### config.mk
export PLATFORM = sky130hd
export DESIGN_NAME = message_schedule
export DESIGN_NICKNAME = d
export VERILOG_FILES = /design/src/rtl/sha256_pkg.sv /design/src/rtl/message_schedule.sv
export SDC_FILE = /design/constraint.sdc
export NUM_CORES = 2
export LEC_CHECK = 0
export ABC_AREA = 1
export CAP_MARGIN = 20
export CORE_UTILIZATION = 58
export DETAILED_ROUTE_END_ITERATION = 6
export PLACE_DENSITY = 0.87
export SLEW_MARGIN = 20
export SYNTH_ARGS = -nofsm -noshare
export SYNTH_HDL_FRONTEND = slang
export SYNTH_SLANG_ARGS = --single-unit
### constraint.sdc
create_clock -name clk -period 46.3 [get_ports clk]
set_input_delay 4.63 -clock clk [delete_from_list [all_inputs] [get_ports clk]]
set_output_delay 4.63 -clock clk [all_outputs]
set_load 0.01 [all_outputs]
### src/rtl/sha256_pkg.sv
// sha256_pkg: shared SHA-256 constants, state enum and small-sigma functions
package sha256_pkg;
  localparam int WORD_W = 32;
  localparam int WORDS_PER_BLOCK = 64;
  typedef enum logic {IDLE, EXPAND} state_t;
  function automatic logic [WORD_W-1:0] sigma0(input logic [WORD_W-1:0] x);
    return {x[6:0], x[31:7]} ^ {x[17:0], x[31:18]} ^ (x >> 3);
  endfunction
  function automatic logic [WORD_W-1:0] sigma1(input logic [WORD_W-1:0] x);
    return {x[16:0], x[31:17]} ^ {x[18:0], x[31:19]} ^ (x >> 10);
  endfunction
endpackage

### src/rtl/message_schedule.sv
// message_schedule: expands a 512-bit padded block into SHA-256 words W0..W63, one per cycle
module message_schedule
  import sha256_pkg::*;
(
  input  logic              clk,
  input  logic              rst,
  input  logic              sync_rst,
  input  logic [511:0]      data_in,
  input  logic              data_in_last,
  input  logic              data_in_valid,
  output logic              data_in_ready,
  output logic [WORD_W-1:0] data_out,
  output logic [5:0]        data_out_index,
  output logic              data_out_block_last,
  output logic              data_out_last,
  output logic              data_out_valid,
  input  logic              data_out_ready
);
  state_t            r_state, w_state_nxt;
  logic [WORD_W-1:0] r_window [16];
  logic [5:0]        r_t;
  logic              r_last;
  logic              w_expand, w_end, w_out_hs, w_in_hs;
  logic [WORD_W-1:0] w_new;
  assign w_expand = r_state == EXPAND;
  assign w_end = r_t == 6'(WORDS_PER_BLOCK - 1);
  assign w_out_hs = w_expand & data_out_ready;
  assign data_in_ready = ~w_expand | (w_end & data_out_ready);
  assign w_in_hs = data_in_valid & data_in_ready;
  // window[15] after the shift holds W(t+16)
  assign w_new = sigma1(r_window[14]) + r_window[9] + sigma0(r_window[1]) + r_window[0];
  always_comb begin
    w_state_nxt = r_state;
    w_state_nxt = w_in_hs ? EXPAND : (w_out_hs & w_end) ? IDLE : r_state;
  end
  always_ff @(posedge clk or posedge rst) begin
    if (rst) r_state <= IDLE;
    else if (sync_rst) r_state <= IDLE;
    else r_state <= w_state_nxt;
  end
  always_ff @(posedge clk or posedge rst) begin
    if (rst) begin
      for (int i = 0; i < 16; i++) r_window[i] <= '0;
      r_t <= '0;
      r_last <= 1'b0;
    end else if (sync_rst) begin
      for (int i = 0; i < 16; i++) r_window[i] <= '0;
      r_t <= '0;
      r_last <= 1'b0;
    end else if (w_in_hs) begin
      for (int i = 0; i < 16; i++) r_window[i] <= data_in[511-32*i -: 32];
      r_t <= '0;
      r_last <= data_in_last;
    end else if (w_out_hs & ~w_end) begin
      for (int i = 0; i < 15; i++) r_window[i] <= r_window[i+1];
      r_window[15] <= w_new;
      r_t <= r_t + 6'd1;
    end
  end
  assign data_out = w_expand ? r_window[0] : '0;
  assign data_out_valid = w_expand;
  assign data_out_index = w_expand ? r_t : '0;
  assign data_out_block_last = w_expand & w_end;
  assign data_out_last = w_expand & w_end & r_last;
endmodule

==> results.tsv <==
metric	value	unit
status	completed	
slew_headroom	0.251	
yosys-top-cells-count	nand2_1 (1297), inv_1 (756), o21ai_0 (662)	
tightest_slew	1.12	ns
ios	560	
post-route-period-util	0.228	
gp_congestion	1.06	
yosysWarnings	0	
drive_gt1_frac	0.0241	
synth_most_common_cell	nand2_1	
grt_max_degree	239	
cts_resized	0	
root_buffer	clkbuf_16	
max_cap_viol_count	0	
rows	83	
ys_seq_elements	520	
start_kind	input port	
cts_hold_buffers	0	
htree_num_levels	2	
clk_path_buf_depth	3	
synth_top_area_frac	0.428	
period_minus_slack	10.54	ns
required	41.67	ns
synthCells	4204	
yosys.cell_types.count	31	
synth_ff_type	dfrtp_1	
cts_tree	done	
cts_sinks	520	
die_h	231	µm
finalNetCount	5209	
antenna_found_initial	22	
path_class	input port to primary output	
arrival	5.91	ns
viasPerCell	5.56	
peakVddDrop	0.0000320	V
totalWireLength	112000	µm
grt_pass1_wl	166000	µm
synth_area_leader_cell	dfrtp_1	
worstHoldPathType	flip-flop to flip-flop	
r2r_slack	41.46	ns
path_clk_slew	0.06	ns
ant_nets	0	
core	0.0515	mm²
syn_area	0.0304	mm²
reg2reg_depth	11	
crit_fanout	3	
start_util	0.590	
rsz0062_at_grt	no	
grt_use_total	0.418	
overflow	0	
numCtsBuffers	53	
p_leak	0.0207	µW
drv_slew	0	
first_pass_iters	6	
drt_iter0_markers	3786	
setup_viol_count_final	0	
synthTopCellsByArea	dfrtp_1 (43%), nand2_1 (16%), o21ai_0 (11%)	
postCtsSetupBuffers	0	
drc	0	
setup-tns-final	0	ns
reg2reg_to	r_window[381]	
routed-via-count	29600	
dieArea	0.0533	mm²
wire_per_inst	21.0	µm
dp_hpwl	81900	µm
synth_nets	4816	
fp.dieW	231	µm
grt_pass1_vias	28000	
synth_edf_count	0	
finalClockSkew	0.0140	ns
r2r-start	data_out_valid	
clk_latency	0.63	ns
hold_slack	0.482	ns
cp-end-kind	primary output	
async_flop_share	1.00	
nFillCells	3979	
syn_area_per_cell	7.23	µm²
ys_seq_area_frac	0.428	
fmax	0.0949	GHz
crit_start	data_out_ready	
area_growth	24.4	%
io_buffer_count	559	
hold_violations	0	
power.density	47.4	mW/mm²
endpoint	data_in_ready	
## how the worst min path moves through the flow
stage | start | endpoint | slack (ns) | cells after the start
after floorplan | r_window[15] | r_window[15] | 0.44 | 2
after global placement | r_window[15] | r_window[15] | 0.46 | 2
after detailed placement | r_window[4] | r_window[4] | 0.46 | 2
after CTS | r_window[4] | r_window[4] | 0.48 | 2
after global routing | r_window[226] | r_window[226] | 0.50 | 2
final | r_window[4] | r_window[4] | 0.48 | 2
## worst max-delay path: stages
cell,delay [ns]
clkdlybuf4s50_1,0.53
nand2_1,0.10
nand2_2,0.10
clkdlybuf4s50_1,0.56
## sequential cells by signal, indices dropped and copies added, names as in the netlist
name            flops
r_window          512
r_last              1
r_t                 6
data_out_valid      1
## layout make-up
class / instances / area, µm² / share of cell area
antenna: 12 / 30.0 / 0.000794
multi-input combinational: 2687 / 13500 / 0.356
tap: 680 / 851 / 0.0225
clock buffer: 76 / 1500 / 0.0397
sequential: 520 / 13000 / 0.344
clock inverter: 22 / 289 / 0.00764
timing repair buffer: 578 / 5810 / 0.154
inverter: 757 / 2860 / 0.0755
## routing by layer
layer | global-route usage | up-vias | part of all wire
li1 | - | 13700 | -
met1 | 0.560 | 13900 | 0.39
met2 | 0.630 | 1690 | 0.45
met3 | 0.0826 | 354 | 0.10
met4 | 0.250 | 20 | 0.066
met5 | 0 | - | 0.0012
## report_power, final
| part | internal, µW | switching [µW] |
|---|---|---|
| logic | 269 | 508 |
| clock network | 255 | 189 |
| registers | 512 | 59.2 |
| total | 1040 | 757 |
## placed cells by master, fill, tap and decap left out, types with 5 or more instances in the layout
cell / count
a21oi_1: 51
a31oi_1: 36
buf_12: 6
buf_4: 13
bufinv_16: 5
clkbuf_1: 14
clkbuf_16: 53
clkbuf_8: 9
clkdlybuf4s50_1: 559
clkinv_2: 14
dfrtp_1: 520
diode_2: 12
fa_1: 62
ha_1: 32
inv_1: 755
nand2_1: 1297
nand3_1: 36
nor2_1: 102
nor3_1: 8
o21ai_0: 662
o21ai_1: 254
xnor2_1: 67
xor2_1: 63
## through the flow
stage	setup WS (ns)	total power, µW	util	cell area (µm²)	instances
floorplan	27.14	1050	-	30400	4204
global placement	35.74	1310	0.699	36000	5222
detailed placement	35.77	1330	0.699	36000	5222
CTS	35.76	1770	0.734	37800	5320
global route	35.69	1900	0.734	37800	5330
finish	35.76	1790	0.734	37800	5332
## kinds of logic (layout without fill, tap and decap cells)
family / Yosys count / after routing / share of synthesized area
other: 0 / 12 / 0
adder cells (fa/ha/maj): 94 / 94 / 0.0540
XOR/XNOR: 130 / 130 / 0.0375
buffers and inverters: 997 / 1433 / 0.129
AO/OA/AOI/OAI: 1006 / 1006 / 0.167
flip-flops: 520 / 520 / 0.428
multiplexers: 1 / 1 / 0.000329
AND/OR/NAND/NOR: 1456 / 1456 / 0.183
(Power assumes the default switching activity.)
